File: src/rtl/syx_dump_reader.sv
// syx_dump_reader: walks every parameter bank and streams one framed SysEx dump message per bank.
// Define SYX_DUMP_CHECKSUM_EN to insert a 7-bit checksum byte ahead of each F7.
module syx_dump_reader #(
    parameter int         NUM_BANKS  = 5,
    parameter int         BANK_DEPTH = 64,
    parameter int         ADR_W      = 7,
    parameter int         RD_LAT     = 2,
    parameter logic [7:0] MFR_ID     = 8'h7D
) (
    input  logic             CLOCK_25,
    input  logic             iRST,
    input  logic             dump_req,
    output logic [2:0]       bank_adr,
    output logic [4:0]       sel,
    output logic [ADR_W-1:0] adr,
    output logic             rd_en,
    input  logic [7:0]       rd_data,
    output logic [7:0]       tx_data,
    output logic             tx_valid,
    input  logic             tx_ready,
    output logic             busy,
    output logic             done
);
    typedef enum logic [3:0] {
        IDLE, SOX, MFR, BANK, RD_ISSUE, RD_WAIT, DATA,
`ifdef SYX_DUMP_CHECKSUM_EN
        CKS,
`endif
        EOX, NEXT
    } state_t;

    localparam logic [ADR_W-1:0] LAST_ADR  = ADR_W'(BANK_DEPTH - 1);
    localparam logic [2:0]       LAST_BANK = 3'(NUM_BANKS - 1);
    localparam logic [1:0]       LAT_LAST  = 2'(RD_LAT - 1);

    state_t           state_q, state_d;
    logic [2:0]       bank_q, bank_d;
    logic [ADR_W-1:0] adr_q, adr_d;
    logic [1:0]       lat_q, lat_d;
    logic [7:0]       byte_q, byte_d;
`ifdef SYX_DUMP_CHECKSUM_EN
    logic [6:0]       cks_q, cks_d;
`endif

    always_comb begin
        state_d  = state_q;
        bank_d   = bank_q;
        adr_d    = adr_q;
        lat_d    = lat_q;
        byte_d   = byte_q;
`ifdef SYX_DUMP_CHECKSUM_EN
        cks_d    = cks_q;
`endif
        tx_valid = 1'b0;
        tx_data  = 8'h00;
        rd_en    = 1'b0;
        done     = 1'b0;
        case (state_q)
            IDLE: if (dump_req) begin
                bank_d  = 3'd0;
                adr_d   = '0;
`ifdef SYX_DUMP_CHECKSUM_EN
                cks_d   = 7'd0;
`endif
                state_d = SOX;
            end
            SOX: begin
                tx_valid = 1'b1;
                tx_data  = 8'hF0;
                if (tx_ready) state_d = MFR;
            end
            MFR: begin
                tx_valid = 1'b1;
                tx_data  = MFR_ID;
                if (tx_ready) state_d = BANK;
            end
            BANK: begin
                tx_valid = 1'b1;
                tx_data  = {5'b0, bank_q};
                if (tx_ready) begin
`ifdef SYX_DUMP_CHECKSUM_EN
                    cks_d = cks_q + {4'b0, bank_q};
`endif
                    state_d = RD_ISSUE;
                end
            end
            RD_ISSUE: begin
                rd_en   = 1'b1;
                lat_d   = 2'd0;
                state_d = RD_WAIT;
            end
            // adr/sel are held here so the bank sees a stable address until capture
            RD_WAIT: begin
                if (lat_q == LAT_LAST) begin
                    byte_d  = rd_data & 8'h7F;
                    state_d = DATA;
                end else begin
                    lat_d = lat_q + 2'd1;
                end
            end
            DATA: begin
                tx_valid = 1'b1;
                tx_data  = byte_q;
                if (tx_ready) begin
`ifdef SYX_DUMP_CHECKSUM_EN
                    cks_d = cks_q + byte_q[6:0];
`endif
                    if (adr_q == LAST_ADR) begin
`ifdef SYX_DUMP_CHECKSUM_EN
                        state_d = CKS;
`else
                        state_d = EOX;
`endif
                    end else begin
                        adr_d   = adr_q + 1'b1;
                        state_d = RD_ISSUE;
                    end
                end
            end
`ifdef SYX_DUMP_CHECKSUM_EN
            CKS: begin
                tx_valid = 1'b1;
                tx_data  = {1'b0, -cks_q};
                if (tx_ready) state_d = EOX;
            end
`endif
            EOX: begin
                tx_valid = 1'b1;
                tx_data  = 8'hF7;
                if (tx_ready) state_d = NEXT;
            end
            NEXT: begin
                if (bank_q == LAST_BANK) begin
                    done    = 1'b1;
                    state_d = IDLE;
                end else begin
                    bank_d  = bank_q + 3'd1;
                    adr_d   = '0;
`ifdef SYX_DUMP_CHECKSUM_EN
                    cks_d   = 7'd0;
`endif
                    state_d = SOX;
                end
            end
            default: state_d = IDLE;
        endcase
    end

    always_comb begin
        sel = 5'b0;
        if (state_q != IDLE) begin
            case (bank_q)
                3'd0:    sel = 5'b00001;
                3'd1:    sel = 5'b00010;
                3'd2:    sel = 5'b00100;
                3'd3:    sel = 5'b01000;
                3'd4:    sel = 5'b10000;
                default: sel = 5'b00000;
            endcase
        end
    end

    assign bank_adr = bank_q;
    assign adr      = adr_q;
    assign busy     = (state_q != IDLE) && !done;

    always_ff @(posedge CLOCK_25 or posedge iRST) begin
        if (iRST) begin
            state_q <= IDLE;
            bank_q  <= 3'd0;
            adr_q   <= '0;
        end else begin
            state_q <= state_d;
            bank_q  <= bank_d;
            adr_q   <= adr_d;
        end
    end

    // Datapath registers are always loaded before use, so they carry no reset
    always_ff @(posedge CLOCK_25) begin
        lat_q  <= lat_d;
        byte_q <= byte_d;
`ifdef SYX_DUMP_CHECKSUM_EN
        cks_q  <= cks_d;
`endif
    end
endmodule

File: config.mk
export PLATFORM = sky130hd
export DESIGN_NAME = syx_dump_reader
export DESIGN_NICKNAME = d
export VERILOG_FILES = /design/src/rtl/syx_dump_reader.sv
export SDC_FILE = /design/constraint.sdc
export NUM_CORES = 1
export LEC_CHECK = 0
export BUFFER_PORTS_ARGS = -buffer_cell sky130_fd_sc_hd__buf_2
export CORE_MARGIN = 2
export CORE_UTILIZATION = 50
export CTS_CLUSTER_DIAMETER = 60
export DETAILED_ROUTE_END_ITERATION = 6
export PLACE_DENSITY = 0.77
export SYNTH_ARGS = -nofsm -noshare
export SYNTH_HDL_FRONTEND = slang
export SYNTH_SLANG_ARGS = --single-unit
File: constraint.sdc
create_clock -name CLOCK_25 -period 2.2 [get_ports CLOCK_25]
set_input_delay 0.11 -clock CLOCK_25 [delete_from_list [all_inputs] [get_ports CLOCK_25]]
set_output_delay 0.11 -clock CLOCK_25 [all_outputs]
set_load 0.01 [all_outputs]
==> results.md <==
- The number of endpoints failing setup at the final stage is 0.
- Setup repair after global routing left no endpoint under its margin.
- The total of buffers placed on input and output ports is 37.
- Summed over all cells, the static leakage comes to 0.830 nW.
- The worst hold slack across all endpoints is 104 ps.
- The number of global-route vias before repair is 1228.
- At the worst endpoint, the arrival time is 1900 ps.
- Walking the worst path, the cells encountered are buf_4, inv_1, buf_4, a211o_1, a21oi_1, buf_2.
- The endpoint identified for the worst register-to-register timing path is adr[1].
- The number of diodes added for antenna fixing is 0.
- The H-tree depth is 1.
- The later-pin clock latency in the skew report is 310 ps.
- In this run the remaining antenna-violating nets after routing total 0.
- The count of clock tree sinks is 23.
- The flow ran to the end, and the final reports show no timing, DRC or antenna violations.
- The switching part of the total power is 45.2%.
- The number of slew-limit violations in the final report is 0.
- The floorplan step defined a die boundary enclosing 0.00334 mm².
- The path category of the worst min-delay check is input pin to flip-flop.
- The number of detailed-routing iterations run before antenna repair is 4.
- In the synthesized netlist the dominant register cell turns out to be sky130_fd_sc_hd__dfrtp_1.
- The number of standard cells in the layout, taps in and fillers out is 228.
- The number of failing hold endpoints at the final stage is 0.
- The stage delay of the slowest cell on the critical path is 590 ps.
- Summing every instance area after synthesis gives 0.00145 mm².
- TritonCTS built the clock tree.
- Once the floorplan was initialized, standard cells occupied 52.5% of the core.
- For the final routed database, the setup TNS stands at 0 ps.
- The initial detailed-routing violation count is 61.
- Data on the critical path is required at its endpoint by 2090 ps.
- Yosys printed 0 warnings.
- The sequential element share of the synthesized area is 42.9%.
- The area of the core region is 0.00276 mm².
- The instance count on the critical path is 6.
- The weighted congestion at the end of routability-driven global placement is 0.846.
- The slowest stage of the critical path is the sky130_fd_sc_hd__dfrtp_1 cell.
- In the routed design, unresolved DRC markers number 0.
- The instance count after placement with tap cells included is 216.
- Across all register-to-register paths, the minimum setup slack is 330 ps.
- Dividing the detail-routed wire length by the instance count gives 14.4 µm.
- For the finished layout, the period the worst path requires is 2010 ps.
- The number of nets in the synthesized netlist is 168.
- The share of total power in the clock network is 9.8%.
- The HPWL after detailed placement is 2390 µm.
- The final design instance area without fill is 0.00178 mm².
- In this run the power spent charging and discharging nets is 0.000905 W.
- Counting stages on the worst path, the most repeated cell is sky130_fd_sc_hd__buf_4.
- Counting instances, the worst hold path has a depth of 3.
- For the pin with the worst max-slew slack, the measured transition is 513 ps.
- The synthesized netlist contains 42 unique library cells.
- The area growth from synthesis to layout is 23.3%.
- Across every metal layer, demand over resource in global routing totals 20.0%.
- The total of flip-flops plus latches after synthesis is 23.
- In the routed layout, each cell is associated on average with a via count of 5.82.
- The number of buffers inserted by hold repair at cts is 8.
- Summed over all layers, the routed wires come to 3290 µm.
- Of the total power, registers draw 33.3%.
- Max-cap violations in this run came to 0.
- The internal power of the cells is 0.00110 W.
- After filler insertion, the fill cell instance count of the layout stands at 237.
- The nature of the critical path endpoint is an output pin.
- The worst slew margin relative to its limit is 65.5%.
- The first global-routing pass estimated 5230 µm of wire.
- From bottom edge to top edge, the die measures 57.8 µm.
- The buffer and inverter count on the worst path is 4.
- The average cell area after synthesis is 9.71 µm².
- The category of the critical setup timing path is flip-flop to output pin.
- 39 I/O pins were placed.
- Summing over every cut layer, the via total after detailed routing is 1326.
- The highest clock frequency the design can meet is 498 MHz.
- The tree is rooted in a sky130_fd_sc_hd__clkbuf_4.
- The post-CTS setup buffer count is 0.
- IR analysis of the VDD net gives a maximum drop of 0.950 mV.
- The cell family contributing the most delay on the critical path is flip-flops.
- In this run the worst setup path begins at state_q[1].
- Dividing total power by cell area gives a power density of 1120 mW/mm².
- The synthesized design contains 9 enable-type register cells.
- The startpoint identified for the worst register-to-register timing path is bank_adr[0].
- The TritonCTS buffer count is 3.
- For this run, the post-layout net count is 217.
- The share of total power dissipated in combinational logic is 56.9%.
- The count of instances resized after the clock tree is built is 0.
- The maximum number of pins on one net before global-route repair is 15.
- In the layout the commonest cells are sky130_fd_sc_hd__buf_2 (37), sky130_fd_sc_hd__nor2_1 (14), sky130_fd_sc_hd__dfrtp_1 (14).
- The proportion of netlist area held by the largest area contributor is 24.2%.
- The initial antenna violation count is 0.
- The clock passes through at most 2 buffers.
- Ranked by total cell area, the synthesized netlist is headed by sky130_fd_sc_hd__dfrtp_1 (24%), sky130_fd_sc_hd__edfxtp_1 (19%), sky130_fd_sc_hd__ha_1 (6.1%), sky130_fd_sc_hd__nor2_1 (3.6%), sky130_fd_sc_hd__o31ai_1 (3.6%).
- The synthesized design spends more area on one cell type than any other, namely sky130_fd_sc_hd__dfrtp_1.
- The multi-input gate area in the final layout is 746 µm².
- The clock edge transition at the registers on the reported setup and hold paths is 120 ps.
- The worst-path maximum fanout is 10.
- Of the cells placed in the final design, the portion with a size suffix greater than 1 is 28.4%.
- The floorplan step set the die width to 57.8 µm.
- The placed instances occupy a cell area of 0.00168 mm².
- Dividing the final minimum period by the clock period gives 91.2%.
- The clock arrives with 1.41 ps of skew.
- The worst setup path is launched from a flip-flop.
- The row count is 19.
- The most critical setup path has its endpoint at tx_data[4].
- Of all flip-flops after synthesis, the portion carrying an async set or reset was 60.9%.
- The storage element area is 621 µm².
- The total overflow left after global routing is 0.
- The depth of the most critical reg-to-reg path is 6.
- The cell count after synthesis is 149.
- The leading cell type in the layout, fill and taps excluded is sky130_fd_sc_hd__buf_2.
metal layers:
metal  track usage (%)  wire, µm
met5                 0         0
met4              7.31        31
met3              2.68       137
met2              35.6      1640
met1              24.5      1470
kinds of logic (layout without fill, tap and decap cells):
| group | count (synthesis) | count (layout) | synth area share (%) |
|---|---|---|---|
| xor+xnor | 1 | 1 | 0.606 |
| compound gates | 45 | 45 | 22.1 |
| fa+ha+maj | 7 | 7 | 6.06 |
| simple gates | 56 | 56 | 22.8 |
| buf+inv | 17 | 65 | 5.54 |
| flops | 23 | 23 | 42.9 |
layout make-up:
| cell class | count | share of cell area [%] |
|---|---|---|
| Clock buffer | 4 | 1.47 |
| Tap cell | 31 | 2.18 |
| Inverter | 9 | 1.89 |
| Sequential cell | 23 | 34.8 |
| Multi-Input combinational cell | 109 | 41.8 |
| Timing Repair Buffer | 52 | 17.8 |
through the flow:
step / utilization (%) / setup slack, ps / total power (W)
2_1_floorplan: - / 559 / 0.00144
3_3_place_gp: 60.8 / 398 / 0.00176
3_5_place_dp: 60.8 / 371 / 0.00179
4_1_cts: 64.7 / 189 / 0.00200
5_1_grt: 64.7 / 29.9 / 0.00216
6_report: 64.7 / 193 / 0.00200
synth_stat cells (3+ instances only):
library cell	count
sky130_fd_sc_hd__a211oi_1	3
sky130_fd_sc_hd__nor4_1	3
sky130_fd_sc_hd__nand2b_1	5
sky130_fd_sc_hd__nand3_1	4
sky130_fd_sc_hd__nand2_1	8
sky130_fd_sc_hd__dfrtp_1	14
sky130_fd_sc_hd__nor3_1	7
sky130_fd_sc_hd__a31oi_1	3
sky130_fd_sc_hd__nor2_1	14
sky130_fd_sc_hd__a21oi_1	8
sky130_fd_sc_hd__edfxtp_1	9
sky130_fd_sc_hd__ha_1	7
sky130_fd_sc_hd__o31ai_1	7
sky130_fd_sc_hd__o21ai_0	9
sky130_fd_sc_hd__inv_1	9
sky130_fd_sc_hd__clkbuf_1	4
sky130_fd_sc_hd__and3_1	4
worst min-delay path by stage:
stage / from / to / slack [ps]
final: tx_ready / adr[5] / 100
after CTS: tx_ready / adr[5] / 90
after floorplan: iRST / adr[0] / -0.8
after detailed placement: iRST / bank_adr[1] / 170
after global routing: tx_ready / adr[5] / 100
after global placement: iRST / bank_adr[2] / 160
state kept, by name (all words and copies together) (netlist names):
signal    flops
adr           7
bank_adr      3
byte_q        7
lat_q         2
state_q       4
worst min-delay path, cell delays in order:
cell	delay (ps)
sky130_fd_sc_hd__buf_2	120
sky130_fd_sc_hd__nand2_1	80
sky130_fd_sc_hd__o31ai_1	70
power by group through the flow:
| stage | logic, W | registers (W) | clock network, W |
|---|---|---|---|
| 2_1_floorplan | 0.000844 | 0.000601 | 0 |
| 3_3_place_gp | 0.00109 | 0.000667 | 0 |
| 3_5_place_dp | 0.00112 | 0.000673 | 0 |
| 4_1_cts | 0.00114 | 0.000665 | 0.000203 |
| 5_1_grt | 0.00126 | 0.000685 | 0.000212 |
| 6_report | 0.00114 | 0.000667 | 0.000196 |
No activity file was read; power rests on OpenSTA's default activity.
